`config.mk`:
```
export PLATFORM = sky130hd
export DESIGN_NAME = stack_unit
export DESIGN_NICKNAME = d
export VERILOG_FILES = /design/src/rtl/stack_pkg.sv /design/src/rtl/stack_mem.sv /design/src/rtl/stack_unit.sv
export SDC_FILE = /design/constraint.sdc
export NUM_CORES = 1
export LEC_CHECK = 0
export ABC_CLOCK_PERIOD_IN_PS = 3000
export CAP_MARGIN = 20
export CORE_UTILIZATION = 25
export DETAILED_ROUTE_END_ITERATION = 16
export GPL_ROUTABILITY_DRIVEN = 0
export SYNTH_ARGS = -nofsm -noshare
export SYNTH_HDL_FRONTEND = slang
export SYNTH_HIERARCHICAL = 1
export SYNTH_SLANG_ARGS = --single-unit
```
`constraint.sdc`:
```
create_clock -name clk -period 3 [get_ports clk]
set_input_delay 0.3 -clock clk [delete_from_list [all_inputs] [get_ports clk]]
set_output_delay 0.3 -clock clk [all_outputs]
set_load 0.02 [all_outputs]
```
`src/rtl/stack_pkg.sv`:
```
// stack_pkg: shared defaults and command decode for the operand stack.
//   STACK_WIDTH / STACK_DEPTH : default word width and entry count
//   stack_op_e                : decoded command
//   decode_op(push,pop,tos)   : priority decode; replace > push > pop > tos
package stack_pkg;
    localparam int STACK_WIDTH = 8;
    localparam int STACK_DEPTH = 16;

    typedef enum logic [2:0] {
        OP_NONE,
        OP_PUSH,
        OP_POP,
        OP_TOS,
        OP_REPLACE
    } stack_op_e;

    function automatic stack_op_e decode_op(input logic push, input logic pop, input logic tos);
        return (push && pop) ? OP_REPLACE :
               push          ? OP_PUSH    :
               pop           ? OP_POP     :
               tos           ? OP_TOS     : OP_NONE;
    endfunction
endpackage

```
`src/rtl/stack_mem.sv`:
```
// stack_mem: 1-write/1-read register array, synchronous write, asynchronous read.
//   clk   : write clock
//   we    : write enable
//   waddr : write address
//   wdata : write data
//   raddr : read address
//   rdata : combinational read data at raddr
module stack_mem
    import stack_pkg::*;
#(
    parameter int WIDTH = STACK_WIDTH,
    parameter int DEPTH = STACK_DEPTH,
    parameter int AW    = $clog2(DEPTH)
) (
    input  logic             clk,
    input  logic             we,
    input  logic [AW-1:0]    waddr,
    input  logic [WIDTH-1:0] wdata,
    input  logic [AW-1:0]    raddr,
    output logic [WIDTH-1:0] rdata
);
    logic [WIDTH-1:0] mem [DEPTH];

    always_ff @(posedge clk)
        if (we) mem[waddr] <= wdata;

    assign rdata = mem[raddr];
endmodule

```
`src/rtl/stack_unit.sv`:
```
// stack_unit: bounded operand stack with registered read port and sticky error flags.
//   clk        : clock, rising edge
//   rst        : asynchronous active-low reset
//   push/pop/tos : command strobes, level-sampled every edge
//   din        : data to push
//   dout       : registered read data, held when not updated
//   dout_valid : dout was updated by the previous edge
//   count      : stored entries 0..DEPTH; empty/full derived from it
//   overflow   : sticky, push while full
//   underflow  : sticky, pop/tos/replace while empty
module stack_unit
    import stack_pkg::*;
#(
    parameter int WIDTH = STACK_WIDTH,
    parameter int DEPTH = STACK_DEPTH,
    parameter int PW    = $clog2(DEPTH) + 1
) (
    input  logic             clk,
    input  logic             rst,
    input  logic             push,
    input  logic             pop,
    input  logic             tos,
    input  logic [WIDTH-1:0] din,
    output logic [WIDTH-1:0] dout,
    output logic             dout_valid,
    output logic [PW-1:0]    count,
    output logic             empty,
    output logic             full,
    output logic             overflow,
    output logic             underflow
);
    localparam int AW = PW - 1;

    stack_op_e        op;
    logic [PW-1:0]    sp, sp_m1;
    logic [AW-1:0]    waddr;
    logic [WIDTH-1:0] top;
    logic             we, rd, inc, dec, reads;

    assign count = sp;
    assign empty = sp == '0;
    assign full  = sp == PW'(DEPTH);

    always_comb begin
        op    = decode_op(push, pop, tos);
        sp_m1 = sp - PW'(1);
        reads = op == OP_POP || op == OP_TOS || op == OP_REPLACE;
        rd    = reads && !empty;
        // replace on an empty stack degenerates into a plain push
        inc   = (op == OP_PUSH && !full) || (op == OP_REPLACE && empty);
        dec   = op == OP_POP && !empty;
        we    = op == OP_REPLACE || (op == OP_PUSH && !full);
        waddr = AW'((op == OP_REPLACE && !empty) ? sp_m1 : sp);
    end

    // read of the old top happens before the replace write lands
    stack_mem #(.WIDTH(WIDTH), .DEPTH(DEPTH), .AW(AW)) u_mem (
        .clk   (clk),
        .we    (we),
        .waddr (waddr),
        .wdata (din),
        .raddr (AW'(sp_m1)),
        .rdata (top)
    );

    always_ff @(posedge clk or negedge rst)
        if (!rst) begin
            sp         <= '0;
            dout       <= '0;
            dout_valid <= 1'b0;
            overflow   <= 1'b0;
            underflow  <= 1'b0;
        end else begin
            dout_valid <= rd;
            if (rd) dout <= top;
            if (inc) sp <= sp + PW'(1);
            else if (dec) sp <= sp_m1;
            if (op == OP_PUSH && full) overflow <= 1'b1;
            if (reads && empty) underflow <= 1'b1;
        end
endmodule

```
==> metrics.txt, run 1 <==
Net Count, Synth 332; Adder-Cell Fraction of Synth Area 0.421%; core area 0.0234 mm2; CP Max Fanout 8; initial core utilization 25.4%; antenna fix cells 0; EDFF count, synth 128; Congestion Overflow GR 0; CTS Buf Count 17; largest family of logic cells by synthesized area multiplexers; Max Clock Freq 0.353 GHz; CTS tree done; Max Cap Violations 0; fin crit period 2.83 ns; root buf cell clkbuf_16; P&R area growth vs syn 24.6%; reg-to-reg startpoint count[1]; Critical Path RT 3.07 ns; Hold Crit Class in2async; share of layout cells above drive strength 1 25.8%; async set or reset register ratio after synthesis 11.1%; number of I/O port buffers 30; 1st-iter DRT viols 155; vias in the first global route 3,341; post-synthesis sequential area ratio 71.4%; cells on worst reg2reg path 8; CTS Hold Bufs 0; Yosys warning total 6; Syn Area/Cell 18.7 um2; cell area after layout 0.00741 mm2; Worst VDD drop 509 uV; row cnt 56; Via-to-Cell Ratio 4.48; DPL Wire Length 8230 um; met2 WL post-DR 6320 um; # resized after CTS 0; cell area after placement 0.00678 mm2; first-pass GRT wire length 19,800 um; io pins 31; DIE AREA 0.0244 mm2; Distinct cells, synth 44; mux cell area share after synthesis 14.9%; Die W 156 um; transition time at the pin with the least slew margin 0.971 ns; clk_skew 0.0107 ns; TNS Setup 0 ns; clk sinks 144; all-layer global routing usage 11.3%; Post-DRT Antenna Nets 0; initial antenna violation count 0; Synth Area in Compound Gates 4.34%; largest net degree at the start of global routing 34; synthesized cell area 0.00594 mm2; clock buffer depth 2; Worst Setup End Kind flip-flop; Final setup violation count 0; worst skew pair latency 0.42 ns; number of non-filler instances in the completed layout 711; worst r2r dst u_mem/mem[0][1]; DR WL met3 595 um; number of H-tree levels 4; Critical Path AT 2.90 ns; Pleak 2.50 nW; ys flop type edfxtp_1; final hold vios 0; max_slew headroom 35.1%; WS Path Type reg2reg; CTS clk-pin slew, worst paths 0.06 ns; Die Y 156 um; Final nets 394; P per Cell Area 1040 mW/mm2; Placed Cells 679; Worst R2R Setup Slack 0.17 ns; DRT Wirelength 12,700 um; fin. max-slew vios 0; Post-Synth Simple-Gate Area 5.45%; Synth Register Bits 144; mean routed wirelength per cell 17.8 um; outcome finished clean; # DRC 0; # Post-CTS Setup Buffers 0; part of the cycle the worst path needs 94.3%; Startpoint Class flip-flop; XOR/XNOR share of the synthesized area 0.884%; RSZ-0062 raised after global routing no; Pre-antenna DRT Iters 4; highest routed layer met4; met1 WL 5660 um; Mapped Cells 317; via count 3,188
## synthesized netlist by cell type, types with 6 or more instances
master	count	area (um2)
dfrtp_1	16	400
nand3_1	6	30.0
inv_1	7	26.3
a22oi_1	16	120
mux4_1	14	368
nor2_1	18	67.6
mux4_2	18	405
mux2_2	9	101
edfxtp_1	128	3840
nand2_1	15	56.3
## how the worst max path moves through the flow
stage,cells after the start,from,endpoint,slack (ns)
global route,8,count[1],u_mem/mem[0][6],0.03
global placement,8,count[1],u_mem/mem[0][5],0.23
CTS,8,count[1],u_mem/mem[0][1],0.14
finish,8,count[1],u_mem/mem[0][1],0.17
detailed placement,8,count[1],u_mem/mem[0][5],0.16
floorplan,9,count[1],u_mem/mem[0][0],0.01
## per-stage QoR
| step | utilization [%] | setup slack, ns | total power, W | hold slack (ns) |
|---|---|---|---|---|
| after floorplan | - | 0.0119 | 0.00463 | 0.00441 |
| after global placement | 29.0 | 0.233 | 0.00553 | 0.446 |
| after detailed placement | 29.0 | 0.158 | 0.00558 | 0.455 |
| after CTS | 31.7 | 0.140 | 0.00781 | 0.433 |
| after global routing | 31.7 | 0.0322 | 0.00815 | 0.469 |
| final | 31.7 | 0.171 | 0.00771 | 0.419 |
## cell usage in the layout, fill, tap and decap left out, types with 2 or more instances in the layout
master	count
inv_1	5
bufinv_16	3
a31oi_1	2
nand4b_1	2
nand2b_1	2
o21ai_0	5
xnor2_1	3
clkinvlp_4	6
clkbuf_8	2
clkbuf_16	17
xor2_1	3
a211o_1	2
mux4_2	18
nand4_1	2
nor2_1	15
nand3b_1	3
nor2_2	3
dfrtp_1	16
nand3_1	6
nor3_1	3
nor2b_1	2
mux4_1	14
nand2_1	15
a21oi_1	5
clkdlybuf4s50_1	30
or3b_4	2
buf_4	28
a22oi_1	16
edfxtp_1	128
mux2_2	9
inv_6	4
## per-layer routing
metal | global-route usage (%) | vias to the layer above
met5 | 0 | -
met4 | 3.50 | 0
met3 | 3.33 | 9
met2 | 18.5 | 78
met1 | 14.4 | 1679
li1 | - | 1422
## where the power goes
part	total (W)	internal (W)	switching, W
registers	0.00259	0.00250	0.0000954
clock network	0.00220	0.00137	0.000836
logic	0.00291	0.00133	0.00159
## cells by family (layout without fill, tap and decap cells)
| logic type | count (synthesis) | after routing |
|---|---|---|
| AO/OA/AOI/OAI | 36 | 36 |
| XOR/XNOR | 6 | 6 |
| adder cells (fa/ha/maj) | 2 | 2 |
| buffers and inverters | 24 | 99 |
| flip-flops | 144 | 144 |
| multiplexers | 42 | 42 |
| AND/OR/NAND/NOR | 63 | 63 |
## flip-flops by register name, indices dropped and copies added (netlist names)
signal and count:
count 5, dout 8, dout_valid 1, overflow 1
u_mem/mem 128, underflow 1
## critical path, stage by stage, from the launching register on
cell        delay (ns)
dfrtp_1           0.38
inv_1             0.08
ha_2              0.17
or4b_4            0.51
clkinvlp_4        0.13
nor2_1            0.04
mux2_2            0.30
or3b_4            0.44
nor3_4            0.44
## layout make-up
class / count / area, um2
repair buffers: 59 / 531
fillers: 2299 / 16000
well taps: 319 / 399
inverters: 8 / 33.8
multi-input cells: 149 / 1570
clock buffers: 19 / 453
clock inverters: 13 / 174
flip-flops and latches: 144 / 4240
Power figures use the tool's default switching activity.
==> run 2, diff against run 1 <==
- GPL_TIMING_DRIVEN: unset -> 0
==> metrics.txt, run 2 (synthesized netlist as in run 1, its figures left out) <==
# DRC 0; CTS tree done; P&R area growth vs syn 28.7%; Critical Path AT 3.05 ns; commonest non-fill, non-tap cell in the layout edfxtp_1; Critical Path RT 3.13 ns; Max Cap Violations 0; via count 3,241; max FFs per register 128; Pre-antenna DRT Iters 4; DR WL met3 734 um; Startpoint Class flip-flop; CTS Buf Count 17; number of non-filler instances in the completed layout 716; Worst VDD drop 424 uV; Placed Cells 667; CP Max Fanout 7; Worst R2R Setup Slack 0.07 ns; largest net degree at the start of global routing 17; met2 WL post-DR 6420 um; Pleak 2.56 nW; Biggest register u_mem/mem; core area 0.0234 mm2; worst skew pair latency 0.41 ns; pre-CTS setup slack -0.736 ns; Congestion Overflow GR 0; Max Clock Freq 0.342 GHz; WS Path Type reg2reg; first-pass GRT wire length 19,200 um; DRT Wirelength 13,000 um; 1st-iter DRT viols 179; Die W 156 um; Die Y 156 um; CTS Hold Bufs 0; clk sinks 144; mean routed wirelength per cell 18.2 um; TNS Setup 0 ns; CTS clk-pin slew, worst paths 0.06 ns; RSZ-0062 raised after global routing no; antenna fix cells 0; initial core utilization 25.4%; most frequent cells in the layout edfxtp_1, clkdlybuf4s50_1, mux4_2; share of layout cells above drive strength 1 31.2%; initial antenna violation count 0; number of I/O port buffers 29; Final nets 399; outcome finished clean; DPL Wire Length 8000 um; fin. max-slew vios 0; fin crit period 2.93 ns; all-layer global routing usage 11.1%; highest routed layer met4; number of H-tree levels 4; clock buffer depth 2; P per Cell Area 1040 mW/mm2; final hold vios 0; Hold Crit Class in2reg; transition time at the pin with the least slew margin 0.911 ns; vias in the first global route 3,185; max_slew headroom 39.0%; io pins 31; part of the cycle the worst path needs 97.6%; Worst Setup Slack, final 0.0733 ns; Final setup violation count 0; clk_skew 0.0113 ns; met1 WL 5630 um; Post-DRT Antenna Nets 0; row cnt 56; DIE AREA 0.0244 mm2; root buf cell clkbuf_16; Via-to-Cell Ratio 4.53; utilization after layout 32.7%; Worst Setup End Kind flip-flop; total power 0.00795 W
==> run 2: changes by cell type in the layout (fill, tap and decap cells not counted), sizes merged <==
cell | before | now
clkinv | 1 | 6
clkinvlp | 6 | 2
clkdlybuf4s25 | 0 | 3
inv | 11 | 13
buf | 29 | 30
bufinv | 3 | 2
clkdlybuf4s50 | 30 | 29
==> run 2: final cells by class <==
type,instances,area [um2]
plain buffers,15,121
clock inverters,15,171
fillers,2268,15800
flip-flops and latches,144,4250
inverters,8,36.3
well taps,319,399
clock buffers,17,425
repair buffers,49,527
multi-input cells,149,1720
==> run 2: metal layers <==
metal  up-vias  GRT usage, %
met5         -             0
met4         0          4.20
met3        16          3.42
met2        96          17.0
met1      1699          14.6
li1       1430             -
==> run 2: path summary, 6_finish.rpt <==
path                           from  depth (start not counted)               to
setup / recovery           count[0]                          9  u_mem/mem[0][3]
hold / removal                 push                          3         count[4]
setup reg to reg           count[0]                          9  u_mem/mem[0][3]
hold reg to reg            overflow                          1         overflow
max in group asynchronous       rst                          1         count[0]
min in group asynchronous       rst                          1        underflow
==> run 2: critical path, stage by stage, from the launching register on <==
cell,delay [ns]
dfrtp_2,0.44
inv_4,0.09
ha_4,0.17
or4b_4,0.53
clkinvlp_4,0.14
nor2_1,0.05
mux2_4,0.32
or3b_4,0.45
nor3_4,0.28
buf_12,0.17
==> run 2: repair_timing <==
item                       CTS  global route
hold endpoints to repair     0             0
resized for setup           35             6
gates cloned                 0             0
pin swaps                    7             2
setup endpoints to repair  126           124
buffers inserted            10             8
==> run 2: where the power goes <==
part           total [W]  leakage, nW  internal [W]  switching [W]
clock            0.00212        0.292       0.00125       0.000869
sequential       0.00261         1.34       0.00250       0.000116
combinational    0.00322        0.921       0.00146        0.00176
total            0.00795         2.56       0.00521        0.00274
==> run 2: stage by stage <==
| step | area, um2 | hold slack (ns) |
|---|---|---|
| after floorplan | 5980 | 0.00441 |
| after global placement | 6670 | 0.443 |
| after detailed placement | 6680 | 0.447 |
| after CTS | 7570 | 0.201 |
| after global routing | 7650 | 0.224 |
| final | 7650 | 0.215 |
